$ cat config.mk
export PLATFORM = sky130hd
export DESIGN_NAME = apb_regs_slave_flat
export DESIGN_NICKNAME = d
export VERILOG_FILES = /design/src/rtl/apb_pkg.sv /design/src/rtl/apb_regs_slave_if.sv /design/src/rtl/apb_regfile.sv /design/src/rtl/apb_regs_slave.sv /design/src/flat_wrapper.sv
export SDC_FILE = /design/constraint.sdc
export NUM_CORES = 1
export LEC_CHECK = 0
export BUFFER_PORTS_ARGS = -buffer_cell sky130_fd_sc_hd__buf_2
export CELL_PAD_IN_SITES_DETAIL_PLACEMENT = 1
export CELL_PAD_IN_SITES_GLOBAL_PLACEMENT = 1
export CORE_AREA = 2 2 128 130
export DETAILED_ROUTE_END_ITERATION = 10
export DIE_AREA = 0 0 130 132
export PLACE_DENSITY = 0.63
export SLEW_MARGIN = 20
export SYNTH_ARGS = -nofsm -noshare
export SYNTH_HDL_FRONTEND = slang
export SYNTH_HIERARCHICAL = 1
export SYNTH_SLANG_ARGS = --single-unit
$ cat constraint.sdc
create_clock -name pclk -period 8.25 [get_ports pclk]
set_input_delay 0.825 -clock pclk [delete_from_list [all_inputs] [get_ports pclk]]
set_output_delay 0.825 -clock pclk [all_outputs]
set_load 0.05 [all_outputs]
$ cat src/rtl/apb_pkg.sv
// Shared APB definitions: bus widths, FSM state type and the error decode.
package apb_pkg;

  localparam int unsigned ADDR_W = 4;
  localparam int unsigned DATA_W = 8;
  localparam int unsigned NREGS  = 2 ** ADDR_W;

  localparam logic [ADDR_W-1:0] ID_ADDR = 4'h0;

  typedef enum logic [1:0] {
    IDLE,
    WAIT,
    READY
  } apb_state_e;

  // Unmapped addresses and writes to the read-only ID register are errors.
  function automatic logic decode_err(input logic [ADDR_W-1:0] addr,
                                      input logic              write,
                                      input int unsigned       valid_depth);
    return (32'(addr) >= valid_depth) || (write && (addr == ID_ADDR));
  endfunction

endpackage

$ cat src/rtl/apb_regs_slave_if.sv
// APB bus bundle between the team's master and a completer.
interface apb_regs_slave_if;
  import apb_pkg::*;

  logic              psel;
  logic              penable;
  logic [ADDR_W-1:0] paddr;
  logic [DATA_W-1:0] pwdata;
  logic              pwrite;
  logic [DATA_W-1:0] prdata;
  logic              pready;
  logic              pslverr;

  modport master (
    output psel, penable, paddr, pwdata, pwrite,
    input  prdata, pready, pslverr
  );

  modport slave (
    input  psel, penable, paddr, pwdata, pwrite,
    output prdata, pready, pslverr
  );
endinterface

$ cat src/rtl/apb_regfile.sv
// Register storage: one write port, one combinational read port.
// Address 0 and addresses >= VALID_DEPTH hold nothing and read as zero.
module apb_regfile
  import apb_pkg::*;
#(
  parameter int unsigned VALID_DEPTH = 12
) (
  input  logic              pclk,
  input  logic              presetn,
  input  logic              i_we,
  input  logic [ADDR_W-1:0] i_waddr,
  input  logic [DATA_W-1:0] i_wdata,
  input  logic [ADDR_W-1:0] i_raddr,
  output logic [DATA_W-1:0] o_rdata
);

  logic [DATA_W-1:0] r_mem [NREGS];
  logic              w_wstored;
  logic              w_rstored;

  assign w_wstored = (i_waddr != ID_ADDR) && (32'(i_waddr) < VALID_DEPTH);
  assign w_rstored = (i_raddr != ID_ADDR) && (32'(i_raddr) < VALID_DEPTH);
  assign o_rdata   = w_rstored ? r_mem[i_raddr] : '0;

  // Storage update; reset clears every entry.
  always_ff @(posedge pclk or negedge presetn) begin
    if (!presetn) begin
      for (int unsigned i = 0; i < NREGS; i++) r_mem[i] <= '0;
    end else if (i_we && w_wstored) begin
      r_mem[i_waddr] <= i_wdata;
    end
  end

endmodule

$ cat src/rtl/apb_regs_slave.sv
// APB completer: register file behind a fixed-wait-state transfer FSM.
module apb_regs_slave
  import apb_pkg::*;
#(
  parameter int unsigned       WAIT_CYCLES = 2,
  parameter int unsigned       VALID_DEPTH = 12,
  parameter logic [DATA_W-1:0] ID_VALUE    = 8'hA5
) (
  input  logic             pclk,
  input  logic             presetn,
  apb_regs_slave_if.slave  apb
);

  apb_state_e        r_state, w_state_nxt;
  logic [3:0]        r_cnt, w_cnt_nxt;
  logic [ADDR_W-1:0] r_addr;
  logic              r_write;
  logic [DATA_W-1:0] r_wdata;
  logic [DATA_W-1:0] r_prdata, w_prdata_nxt;
  logic              r_pready, w_pready_nxt;
  logic              r_pslverr, w_pslverr_nxt;
  logic              w_latch;
  logic              w_commit;
  logic              w_err;
  logic [ADDR_W-1:0] w_s_addr;
  logic              w_s_write;
  logic              w_s_err;
  logic [DATA_W-1:0] w_s_rdata;
  logic [DATA_W-1:0] w_reg_rdata;

  // With zero wait states the response is sampled on the setup edge, before
  // the latches hold the transfer, so sampling looks at the live bus in IDLE.
  assign w_s_addr  = (r_state == IDLE) ? apb.paddr  : r_addr;
  assign w_s_write = (r_state == IDLE) ? apb.pwrite : r_write;
  assign w_s_err   = decode_err(w_s_addr, w_s_write, VALID_DEPTH);
  assign w_s_rdata = (w_s_write || w_s_err) ? '0 :
                     (w_s_addr == ID_ADDR)  ? ID_VALUE : w_reg_rdata;
  assign w_err     = decode_err(r_addr, r_write, VALID_DEPTH);

  apb_regfile #(.VALID_DEPTH(VALID_DEPTH)) u_regfile (
    .pclk    (pclk),
    .presetn (presetn),
    .i_we    (w_commit),
    .i_waddr (r_addr),
    .i_wdata (r_wdata),
    .i_raddr (w_s_addr),
    .o_rdata (w_reg_rdata)
  );

  // Next-state, wait counter and registered response values.
  always_comb begin
    w_state_nxt   = r_state;
    w_cnt_nxt     = r_cnt;
    w_prdata_nxt  = r_prdata;
    w_pready_nxt  = r_pready;
    w_pslverr_nxt = r_pslverr;
    w_latch       = 1'b0;
    w_commit      = 1'b0;
    case (r_state)
      IDLE: begin
        if (apb.psel && !apb.penable) begin
          w_latch = 1'b1;
          if (WAIT_CYCLES == 0) begin
            w_state_nxt   = READY;
            w_pready_nxt  = 1'b1;
            w_prdata_nxt  = w_s_rdata;
            w_pslverr_nxt = w_s_err;
          end else begin
            w_state_nxt = WAIT;
            w_cnt_nxt   = 4'(WAIT_CYCLES);
          end
        end
      end
      WAIT: begin
        if (!apb.psel) begin
          w_state_nxt   = IDLE;
          w_cnt_nxt     = '0;
          w_prdata_nxt  = '0;
          w_pready_nxt  = 1'b0;
          w_pslverr_nxt = 1'b0;
        end else if (apb.penable) begin
          w_cnt_nxt = r_cnt - 4'd1;
          if (r_cnt == 4'd1) begin
            w_state_nxt   = READY;
            w_pready_nxt  = 1'b1;
            w_prdata_nxt  = w_s_rdata;
            w_pslverr_nxt = w_s_err;
          end
        end
      end
      READY: begin
        if (!apb.psel) begin
          w_state_nxt   = IDLE;
          w_cnt_nxt     = '0;
          w_prdata_nxt  = '0;
          w_pready_nxt  = 1'b0;
          w_pslverr_nxt = 1'b0;
        end else if (apb.penable) begin
          w_commit      = r_write && !w_err;
          w_state_nxt   = IDLE;
          w_prdata_nxt  = '0;
          w_pready_nxt  = 1'b0;
          w_pslverr_nxt = 1'b0;
        end
      end
      default: w_state_nxt = IDLE;
    endcase
  end

  // State, counter and response registers.
  always_ff @(posedge pclk or negedge presetn) begin
    if (!presetn) begin
      r_state   <= IDLE;
      r_cnt     <= '0;
      r_prdata  <= '0;
      r_pready  <= 1'b0;
      r_pslverr <= 1'b0;
    end else begin
      r_state   <= w_state_nxt;
      r_cnt     <= w_cnt_nxt;
      r_prdata  <= w_prdata_nxt;
      r_pready  <= w_pready_nxt;
      r_pslverr <= w_pslverr_nxt;
    end
  end

  // Setup-phase latches for address, direction and write data.
  always_ff @(posedge pclk or negedge presetn) begin
    if (!presetn) begin
      r_addr  <= '0;
      r_write <= 1'b0;
      r_wdata <= '0;
    end else if (w_latch) begin
      r_addr  <= apb.paddr;
      r_write <= apb.pwrite;
      r_wdata <= apb.pwdata;
    end
  end

  assign apb.prdata  = r_prdata;
  assign apb.pready  = r_pready;
  assign apb.pslverr = r_pslverr;

endmodule

$ cat src/flat_wrapper.sv
// flat-port wrapper written by rule: the top's interface ports become plain ports
module apb_regs_slave_flat import apb_pkg::*;
#(
  parameter int unsigned       WAIT_CYCLES = 2,
  parameter int unsigned       VALID_DEPTH = 12,
  parameter logic [DATA_W-1:0] ID_VALUE    = 8'hA5
)
  (pclk, presetn, apb_psel, apb_penable, apb_paddr, apb_pwdata, apb_pwrite, apb_prdata, apb_pready, apb_pslverr);
  apb_regs_slave_if apb_i ();
  input  logic pclk;
  input  logic presetn;
  input wire logic [$bits(apb_i.psel)-1:0] apb_psel;
  input wire logic [$bits(apb_i.penable)-1:0] apb_penable;
  input wire logic [$bits(apb_i.paddr)-1:0] apb_paddr;
  input wire logic [$bits(apb_i.pwdata)-1:0] apb_pwdata;
  input wire logic [$bits(apb_i.pwrite)-1:0] apb_pwrite;
  output wire logic [$bits(apb_i.prdata)-1:0] apb_prdata;
  output wire logic [$bits(apb_i.pready)-1:0] apb_pready;
  output wire logic [$bits(apb_i.pslverr)-1:0] apb_pslverr;
  assign apb_i.psel = apb_psel;
  assign apb_i.penable = apb_penable;
  assign apb_i.paddr = apb_paddr;
  assign apb_i.pwdata = apb_pwdata;
  assign apb_i.pwrite = apb_pwrite;
  assign apb_prdata = apb_i.prdata;
  assign apb_pready = apb_i.pready;
  assign apb_pslverr = apb_i.pslverr;
  apb_regs_slave #(.WAIT_CYCLES(WAIT_CYCLES), .VALID_DEPTH(VALID_DEPTH), .ID_VALUE(ID_VALUE)) u_core (.pclk(pclk), .presetn(presetn), .apb(apb_i));
endmodule
==> results_dict.tcl <==
set metrics [dict create \
    seqCellArea_mm2 0.003128 \
    hold_path.class "reg -> reg" \
    critical_path_class "reg -> reg" \
    synth_edf_count 0 \
    synth_flop_cell "dfrtp_1" \
    p_per_area_mw_per_mm2 320.1 \
    syn-num-nets 477 \
    final.setup.worst_slack_ps 4932 \
    yosysWarnings 6 \
    netlist_instances 453 \
    cts_buffers 17 \
    synth_area_mm2 0.006166 \
    fin_skew_ps 13.44 \
    rsz0062_at_grt "false" \
    antenna_left 0 \
    drtIter0Drc 176 \
    critPathArrivalTime_ps 3690 \
    period_minus_slack_ps 3318 \
    cts_tree "yes" \
    final_cell_mix "dfrtp_1, mux2_2, buf_2, mux2_4, mux2i_1" \
    post-route-period-util_pct 40.22 \
    hold_buffers 0 \
    finalMaxSlewViolations 0 \
    synth_cell_types 50 \
    cp_max_fo 41 \
    fillers 1615 \
    cts_root_buf "clkbuf_16" \
    post_cts_buffers 0 \
    htreeDepth 4 \
    max_cap_violations 0 \
    placement.io_buffers 26 \
    ios 27 \
    die_h_um 132 \
    vias 3707 \
    ir_drop_mv 0.1788 \
    fin_hold_ws_ps 375.0 \
    viasPerCell 5.365 \
    finalSetupViolations 0 \
    dr.pass1.iters 4 \
    clk_pin_slew_worst_paths_ps 60 \
    fin_area_mm2 0.006975 \
    postPlaceCellArea_mm2 0.006365 \
    cp_cell_sequence "inv_1 -> ha_1 -> mux2_2 -> buf_4 -> mux2i_1 -> a22oi_1 -> o21ai_1 -> o41ai_2 -> nand2b_1 -> a22o_1" \
    die_w_um 130 \
    grt_overflow 0 \
    critical_path.max_stage_delay_ps 550 \
    seq_area_frac_synth_pct 50.73 \
    worstMarginPinSlew_ps 879.4 \
    clk_latency_ps 430 \
    wl_um 15050 \
    max_freq_mhz 301.4 \
    std_cell_rows 46 \
    grt_use_total_pct 19.24 \
    layout.nets 486 \
    antenna_found_initial 0 \
    ctsResizeCount 0 \
    core_mm2 0.01571 \
    synth_seq_cells 125 \
    worstSetupStartpointType "register" \
    cts_buffer_depth 2 \
    status "finished, final reports clean" \
    final_common_cell "dfrtp_1" \
    cp_num_buf_inv 2 \
    critPathRequiredTime_ps 8620 \
    final_cells 691 \
    area_growth_pct 13.13 \
    place_ws_ps 4962 \
    multiInputGateArea_mm2 0.002796 \
    place_hpwl_um 10110 \
    wl_per_cell_um 21.78 \
    place_inst 659 \
    hold_viol 0 \
    synth_area_per_cell_um2 13.61 \
    clock_sink_count 125 \
    fin_tns_setup_ps 0 \
    crit_family "compound AO/OA/AOI/OAI gates" \
    grt_pass1_wl_um 24230 \
    dieArea_mm2 0.01716 \
    grt_max_degree 67 \
    gp_routability_congestion 0.7859 \
    async_reset_ff_share_pct 100.0 \
    start_util_pct 39.24 \
    drc 0 \
    end_kind "register" \
    critPathSlowestCell "ha_1" \
    antenna_cells 0 \
    p_leak_nw 3.383 \
    slew-limit-headroom_pct 41.37 \
    grt_pass1_vias 4114 \
    drive_gt1_share_pct 42.53 \
]
[power breakdown]
part	internal [mW]	leakage (nW)	switching, mW	total (mW)
clock	0.480	0.290	0.299	0.779
sequential	0.669	1.71	0.132	0.801
combinational	0.268	1.38	0.385	0.653
total	1.42	3.38	0.815	2.23
[per-stage QoR]
step                      total power [mW]  utilization (%)
after CTS                            2.254            44.39
after floorplan                      1.302                -
after detailed placement             1.466            40.51
final                                2.233            44.39
after global routing                 2.354            44.39
after global placement               1.440            40.51
[logic make-up after synthesis]
kind of cell,count (synthesis),share of synthesized area [%]
adders and majority gates,7,1.420
buffers and inverters,44,3.916
AOI/OAI and AO/OA,58,7.914
muxes,141,28.37
and+or+nand+nor,78,7.650
DFF,125,50.73
[registers in the layout, indices dropped and copies added (netlist names), 2 cells and up]
name                    flops
u_core/apb.prdata           8
u_core/r_addr               4
u_core/r_cnt                4
u_core/r_state              2
u_core/r_wdata              8
u_core/u_regfile/r_mem     96
[final timing paths]
kind | startpoint | endpoint | slack, ps | cells past startpoint
max | u_core/r_state[1] | u_core/apb.prdata[5] | 4930 | 10
min | u_core/u_regfile/r_mem[125] | u_core/u_regfile/r_mem[125] | 370 | 0
max in group asynchronous | presetn | u_core/u_regfile/r_mem[123] | 6450 | 2
min in group asynchronous | presetn | u_core/r_cnt[0] | 450 | 1
min reg2reg | u_core/u_regfile/r_mem[125] | u_core/u_regfile/r_mem[125] | 370 | 0
max reg2reg | u_core/r_state[1] | u_core/apb.prdata[5] | 4930 | 10
[worst reg2reg max path: stages, from the launching register on]
cell and delay (ps):
dfrtp_1 410, inv_1 110, ha_1 550, mux2_2 270, buf_4 530, mux2i_1 230
a22oi_1 250, o21ai_1 110, o41ai_2 480, nand2b_1 170, a22o_1 130
[final cells by class]
cell class	count	share of cell area, %
well taps	216	3.874
repair buffers	28	2.117
flip-flops and latches	125	44.84
clock inverters	14	2.601
multi-input cells	284	40.09
inverters	6	0.3229
clock buffers	18	6.152
[metal layers]
| metal | part of all wire (%) | global-route usage (%) |
|---|---|---|
| met5 | 0 | 0 |
| met4 | 2.0 | 7.168 |
| met3 | 3.4 | 5.398 |
| met2 | 48 | 29.73 |
| met1 | 46 | 25.71 |
[cells in the mapped netlist, drive strengths merged, types with 4 or more instances]
| master | count | area [um2] |
|---|---|---|
| nand2b | 8 | 50.05 |
| nand3b | 11 | 82.58 |
| nor2 | 16 | 75.08 |
| nor2b | 4 | 25.02 |
| a22oi | 9 | 67.56 |
| mux4 | 8 | 180.2 |
| o21ai | 11 | 58.81 |
| inv | 6 | 22.52 |
| ha | 7 | 87.58 |
| dfrtp | 125 | 3128 |
| mux2i | 18 | 180.2 |
| clkbuf | 20 | 76.32 |
| a21oi | 12 | 60.06 |
| o41ai | 8 | 130.1 |
| buf | 18 | 142.6 |
| nand3 | 6 | 30.03 |
| mux2 | 115 | 1389 |
| a22o | 8 | 70.07 |
| nand2 | 15 | 56.30 |
| or3 | 4 | 25.02 |
Power figures use the tool's default switching activity.
